--- config.mk ---
export PLATFORM = sky130hd
export DESIGN_NAME = score_event_sched_flat
export DESIGN_NICKNAME = d
export VERILOG_FILES = /design/src/rtl/score_pkg.sv /design/src/rtl/score_event_sched_if.sv /design/src/rtl/vsync_edge_sync.sv /design/src/rtl/score_event_sched.sv /design/src/flat_wrapper.sv
export SDC_FILE = /design/constraint.sdc
export NUM_CORES = 1
export LEC_CHECK = 0
export ABC_CLOCK_PERIOD_IN_PS = 3000
export CORE_MARGIN = 2
export CORE_UTILIZATION = 30
export CTS_CLUSTER_SIZE = 12
export DETAILED_ROUTE_END_ITERATION = 10
export HOLD_SLACK_MARGIN = 0.15
export REMOVE_ABC_BUFFERS = 1
export SYNTH_ARGS = -nofsm -noshare
export SYNTH_HDL_FRONTEND = slang
export SYNTH_HIERARCHICAL = 1
export SYNTH_SLANG_ARGS = --single-unit
--- constraint.sdc ---
create_clock -name clk -period 3 [get_ports clk]
set_input_delay 0.75 -clock clk [delete_from_list [all_inputs] [get_ports clk]]
set_output_delay 0.75 -clock clk [all_outputs]
set_load 0.005 [all_outputs]
--- src/rtl/score_pkg.sv ---
// Shared types and default sizing for the score event scheduler.
//   sched_state_t : scheduler FSM state encoding
//   *_DEF         : default parameter values used by the top and its interface
package score_pkg;

    typedef enum logic [1:0] {
        STOPPED = 2'd0,
        RUN     = 2'd1,
        DRAIN   = 2'd2
    } sched_state_t;

    localparam int N_SRC_DEF       = 4;
    localparam int PEND_W_DEF      = 6;
    localparam int SYNC_STAGES_DEF = 2;

endpackage

--- src/rtl/score_event_sched_if.sv ---
// Gameplay-side bundle for the score event scheduler.
//   game_active, clear, hit : driven by gameplay/collision logic (master)
//   inc_req, pending,
//   overflow, busy          : driven by the scheduler (slave)
interface score_event_sched_if
    import score_pkg::*;
#(
    parameter int N_SRC  = N_SRC_DEF,
    parameter int PEND_W = PEND_W_DEF
) ();

    logic              game_active;
    logic              clear;
    logic [N_SRC-1:0]  hit;
    logic              inc_req;
    logic [PEND_W-1:0] pending;
    logic              overflow;
    logic              busy;

    modport master (
        output game_active, clear, hit,
        input  inc_req, pending, overflow, busy
    );

    modport slave (
        input  game_active, clear, hit,
        output inc_req, pending, overflow, busy
    );

endinterface

--- src/rtl/vsync_edge_sync.sv ---
// Brings an asynchronous vsync into the clk domain and flags its rising edge.
//   clk      : system clock
//   reset    : asynchronous, active-high
//   async_in : raw vsync
//   rise     : one-cycle pulse, SYNC_STAGES+1 cycles after the raw edge (+/-1)
// Every flop resets to 1 so a vsync that is already high when reset
// releases is not mistaken for a fresh frame boundary.
module vsync_edge_sync #(
    parameter int SYNC_STAGES = 2
) (
    input  logic clk,
    input  logic reset,
    input  logic async_in,
    output logic rise
);

    logic [SYNC_STAGES-1:0] sync_q;
    logic                   prev_q;

    always_ff @(posedge clk or posedge reset) begin
        if (reset) begin
            sync_q <= '1;
            prev_q <= 1'b1;
        end else begin
            sync_q <= {sync_q[SYNC_STAGES-2:0], async_in};
            prev_q <= sync_q[SYNC_STAGES-1];
        end
    end

    assign rise = sync_q[SYNC_STAGES-1] & ~prev_q;

endmodule

--- src/rtl/score_event_sched.sv ---
// Score event scheduler: accumulates collision hits into a saturating
// backlog and releases one point per frame to the vsync-domain score counter.
//   clk   : system clock
//   reset : asynchronous, active-high
//   vsync : raw vertical sync (asynchronous)
//   bus   : gameplay inputs (game_active, clear, hit) and scheduler
//           outputs (inc_req, pending, overflow, busy)
//
// state   | meaning
// --------+--------------------------------------------------
// STOPPED | no game; hits ignored, inc_req held at 0
// RUN     | hits accumulate, one point issued per frame
// DRAIN   | game over; hits ignored, backlog still issued
module score_event_sched
    import score_pkg::*;
#(
    parameter int N_SRC       = N_SRC_DEF,
    parameter int PEND_W      = PEND_W_DEF,
    parameter int SYNC_STAGES = SYNC_STAGES_DEF
) (
    input  logic               clk,
    input  logic               reset,
    input  logic               vsync,
    score_event_sched_if.slave bus
);

    localparam int CNT_W = $clog2(N_SRC + 1);
    // One spare bit above pending+add so the saturation compare never wraps.
    localparam int SUM_W = PEND_W + CNT_W + 1;
    localparam logic [SUM_W-1:0] PEND_MAX = {{(SUM_W-PEND_W){1'b0}}, {PEND_W{1'b1}}};

    sched_state_t      state_q, state_d;
    logic [PEND_W-1:0] pending_q, pending_d;
    logic              overflow_q, overflow_d;
    logic              inc_req_q, inc_req_d;
    logic              busy_q;

    logic              vs_rise;
    logic [CNT_W-1:0]  hit_cnt;
    logic [CNT_W-1:0]  add;
    logic              issue;
    logic [SUM_W-1:0]  sum;

    vsync_edge_sync #(.SYNC_STAGES(SYNC_STAGES)) u_vsync (
        .clk      (clk),
        .reset    (reset),
        .async_in (vsync),
        .rise     (vs_rise)
    );

    always_comb begin
        hit_cnt = '0;
        for (int i = 0; i < N_SRC; i++) begin
            hit_cnt = hit_cnt + CNT_W'(bus.hit[i]);
        end
    end

    assign add   = (state_q == RUN) ? hit_cnt : '0;
    assign issue = vs_rise && (state_q != STOPPED) && (pending_q != '0);
    // issue only fires with pending_q != 0, so the subtraction cannot underflow.
    assign sum   = SUM_W'(pending_q) + SUM_W'(add) - SUM_W'(issue);

    always_comb begin
        state_d = state_q;
        case (state_q)
            STOPPED: if (bus.game_active)                  state_d = RUN;
            RUN:     if (!bus.game_active)                 state_d = DRAIN;
            DRAIN: begin
                if (bus.game_active)                       state_d = RUN;
                else if (vs_rise && (pending_q == '0))     state_d = STOPPED;
            end
            default:                                       state_d = STOPPED;
        endcase
    end

    always_comb begin
        inc_req_d  = inc_req_q;
        pending_d  = pending_q;
        overflow_d = overflow_q;

        if (state_q == STOPPED) begin
            inc_req_d = 1'b0;
        end else if (vs_rise) begin
            inc_req_d = issue;
        end

        if (bus.clear) begin
            pending_d  = '0;
            overflow_d = 1'b0;
        end else if (sum > PEND_MAX) begin
            pending_d  = '1;
            overflow_d = 1'b1;
        end else begin
            pending_d  = sum[PEND_W-1:0];
        end
    end

    always_ff @(posedge clk or posedge reset) begin
        if (reset) begin
            state_q    <= STOPPED;
            pending_q  <= '0;
            overflow_q <= 1'b0;
            inc_req_q  <= 1'b0;
            busy_q     <= 1'b0;
        end else begin
            state_q    <= state_d;
            pending_q  <= pending_d;
            overflow_q <= overflow_d;
            inc_req_q  <= inc_req_d;
            busy_q     <= (state_d != STOPPED);
        end
    end

    assign bus.inc_req  = inc_req_q;
    assign bus.pending  = pending_q;
    assign bus.overflow = overflow_q;
    assign bus.busy     = busy_q;

endmodule

--- src/flat_wrapper.sv ---
// flat-port wrapper written by rule: the top's interface ports become plain ports
module score_event_sched_flat import score_pkg::*;
#(
    parameter int N_SRC       = N_SRC_DEF,
    parameter int PEND_W      = PEND_W_DEF,
    parameter int SYNC_STAGES = SYNC_STAGES_DEF
)
  (clk, reset, vsync, bus_game_active, bus_clear, bus_hit, bus_inc_req, bus_pending, bus_overflow, bus_busy);
  score_event_sched_if #(.N_SRC(N_SRC), .PEND_W(PEND_W)) bus_i ();
  input  logic clk;
  input  logic reset;
  input  logic vsync;
  input wire logic [$bits(bus_i.game_active)-1:0] bus_game_active;
  input wire logic [$bits(bus_i.clear)-1:0] bus_clear;
  input wire logic [$bits(bus_i.hit)-1:0] bus_hit;
  output wire logic [$bits(bus_i.inc_req)-1:0] bus_inc_req;
  output wire logic [$bits(bus_i.pending)-1:0] bus_pending;
  output wire logic [$bits(bus_i.overflow)-1:0] bus_overflow;
  output wire logic [$bits(bus_i.busy)-1:0] bus_busy;
  assign bus_i.game_active = bus_game_active;
  assign bus_i.clear = bus_clear;
  assign bus_i.hit = bus_hit;
  assign bus_inc_req = bus_i.inc_req;
  assign bus_pending = bus_i.pending;
  assign bus_overflow = bus_i.overflow;
  assign bus_busy = bus_i.busy;
  score_event_sched #(.N_SRC(N_SRC), .PEND_W(PEND_W), .SYNC_STAGES(SYNC_STAGES)) u_core (.clk(clk), .reset(reset), .vsync(vsync), .bus(bus_i));
endmodule
==> results of run 1 <==
[through the flow]
step	TNS, ns	hold slack, ns	cells
finish	-1.89	0.359	168
global route	-2.39	0.372	168
CTS	-1.33	0.360	168
detailed placement	-7.44	0.348	164
global placement	-6.92	0.346	164
floorplan	-3.13	0.345	95
[power breakdown]
group          internal, µW  switching (µW)
combinational           536             522
sequential              255            50.1
clock                  73.8            60.3
[cells in the mapped netlist]
| cell | count |
|---|---|
| a211o_1 | 1 |
| a211oi_1 | 2 |
| a211oi_4 | 1 |
| a21boi_0 | 1 |
| a21o_1 | 2 |
| a21oi_1 | 5 |
| a311o_1 | 1 |
| buf_6 | 1 |
| dfrtp_1 | 11 |
| dfstp_2 | 3 |
| fa_1 | 2 |
| ha_1 | 13 |
| inv_1 | 17 |
| nand2_1 | 6 |
| nand2b_1 | 2 |
| nand3_1 | 4 |
| nand3b_1 | 1 |
| nor2_1 | 1 |
| nor2b_1 | 1 |
| nor2b_4 | 1 |
| nor3_1 | 1 |
| nor4_1 | 2 |
| nor4b_1 | 1 |
| nor4bb_1 | 1 |
| o2111ai_1 | 2 |
| o211ai_1 | 2 |
| o21a_1 | 3 |
| o21ai_0 | 2 |
| o21ai_1 | 1 |
| o221a_2 | 1 |
| o311ai_1 | 2 |
| xnor2_1 | 1 |
| xor2_1 | 1 |
[worst reg2reg max path: stages, from the launching register on]
cell      delay [ns]
dfrtp_1         0.40
nor4_1          0.40
a21oi_1         0.20
ha_4            0.30
inv_2           0.03
ha_2            0.17
fa_2            0.37
a211oi_4        0.29
nor2_2          0.09
a211oi_4        0.38
o311ai_2        0.17
[per-layer routing]
metal	routed length, µm	track usage, %	vias up
li1	-	-	396
met5	0	0	-
met1	940	14.9	376
met4	0	2.80	0
met3	103	4.69	0
met2	1020	21.4	15
[flip-flops by register name, indices dropped and copies added (netlist names)]
register               cells
u_core/bus.busy            1
u_core/u_vsync/prev_q      1
u_core/state_q             2
u_core/bus.inc_req         1
u_core/bus.pending         6
u_core/u_vsync/sync_q      2
u_core/bus.overflow        1
[kinds of logic (layout without fill, tap and decap cells)]
| group | after synthesis | in the layout | share of synthesized area [%] |
|---|---|---|---|
| AO/OA/AOI/OAI | 26 | 26 | 20.6 |
| XOR/XNOR | 2 | 2 | 1.80 |
| AND/OR/NAND/NOR | 21 | 21 | 12.6 |
| flip-flops | 14 | 14 | 36.4 |
| buffers and inverters | 18 | 46 | 7.72 |
| adder cells (fa/ha/maj) | 15 | 15 | 20.8 |
[timing repair]
action | 4_1_cts | 5_1_grt
hold buffers | 0 | 0
pin swaps | 10 | 2
setup endpoints to repair | 7 | 7
gates cloned | 0 | 0
gates resized for setup | 29 | 4
[worst paths after layout]
| check | from | endpoint | cells after the start |
|---|---|---|---|
| max in group asynchronous | reset | u_core/bus.pending[0]$_DFF_PP0_ | 2 |
| min in group asynchronous | reset | u_core/bus.pending[4]$_DFF_PP0_ | 2 |
| min | u_core/u_vsync/sync_q[0]$_DFF_PP1_ | u_core/u_vsync/sync_q[1]$_DFF_PP1_ | 0 |
| min reg2reg | u_core/u_vsync/sync_q[0]$_DFF_PP1_ | u_core/u_vsync/sync_q[1]$_DFF_PP1_ | 0 |
| max | bus_hit[3] | u_core/bus.pending[4]$_DFF_PP0_ | 12 |
| max reg2reg | u_core/bus.pending[2]$_DFF_PP0_ | u_core/bus.pending[4]$_DFF_PP0_ | 10 |
[cell type report]
class	instances	share of cell area, %
multi-input cells	64	47.1
repair buffers	25	16.0
well taps	44	3.99
inverters	17	4.62
flip-flops and latches	14	25.6
clock buffers	4	2.63
==> metrics.yaml, run 1 <==
p_total_uw: 1500
drive_gt1_share_pct: 30.6
violations: "negative setup slack"
worstSkewPairLatency_ns: 0.28
dieArea_um2: 3710
die_h_um: 60.9
critPathMaxFanout: 7
cts_buffers: 3
netlist_instances: 96
overflow: 0
start_util_pct: 31.6
dieWidth_um: 60.9
vias: 787
mostFrequentLayoutCell: "inv_1"
antenna_cells: 0
cp.buffers_inverters: 2
cpLargestDelayFamily: "adder cells"
startpoint_type: "primary input"
hold_viol: 0
seq_area_um2: 354
placed_area_um2: 1250
place_hpwl_um: 1600
netlist_area_um2: 972
grt_pass1_vias: 788
maxSlewHeadroom_pct: 73.7
yosysWarnings: 6
crit_path_end_kind: "flip-flop"
synth.distinct_cells: 33
drc_errors: 0
rsz0062_at_grt: "yes"
finalWeightedCongestion: 0.780
clockBufferDepth: 2
critPathMaxStageDelay_ns: 0.48
grt_pass1_wl_um: 3330
crit_type: "primary input to flip-flop"
irDropWorstVdd_mv: 0.500
fin_nets: 149
critPathSlowestCell: "fa_2"
clkTransAtPathRegs_ns: 0.08
fin_ws_ns: -0.300
ant_nets: 0
r2r_slack_ns: 0.06
final_util_pct: 44.9
slew_viol_final: 0
pre_cts_slack_ns: -1.11
period_share_pct: 110
coreArea_um2: 3080
multi_input_area_um2: 651
crit_top_cell: "ha_4"
hold_class: "flip-flop to flip-flop"
layout_common_cells: "15 x inv_1, 14 x clkdlybuf4s50_1, 11 x dfrtp_1, 8 x buf_4, 8 x ha_1"
drt_iter0_markers: 50
syn2layout_area_growth_pct: 42.1
fin_skew_ns: 0.00460
avgViaCountPerCell: 4.68
ys_seq_area_share_pct: 36.4
io_buffers: 17
syn_avg_cell_area_um2: 10.1
grt_usage_pct: 12.5
tightest_slew_ns: 0.391
crit_chain: "buf_6, fa_2, ha_4, ha_4, nand2_4, ha_4, inv_2, fa_2, a211oi_4, nor2_2, a211oi_4, o311ai_2"
num_rows: 20
grt_max_degree: 12
clock.fmax_ghz: 0.303
cp.required_ns: 3.14
cts_setup_buffers: 0
wl_per_cell_um: 12.3
fill_cells: 322
yosys-top-cells-area: "dfrtp_1 28%, ha_1 17%, dfstp_2 8.1%, inv_1 6.6%, fa_1 4.1%"
maxCapViolCount: 0
power_density_nw_per_um2: 1080
yosys.area.top_type_share_pct: 28.3
root_buffer: "clkbuf_4"
ioPinCount: 18
grt_antenna_before_repair: 0
cts_max_level: 1
cp.arrival_ns: 3.44
status: "finished with violations"
yosysTopAreaCell: "dfrtp_1"
finalCriticalPeriod_ns: 3.30
ys_seq_elements: 14
setup_viol: 7
postRouteWirelength_um: 2060
final_area_um2: 1380
cts_tree: "done"
leakagePower_uw: 0.000610
numClockSinks: 14
dr.pass1.iters: 2
No activity file was read; power rests on OpenSTA's default activity.
==> run 2: changes to the inputs <==
CAP_MARGIN = 20   (was not set)
==> results of run 2 <==
No change in the layout: final DEF, timing and power equal those of run 1.
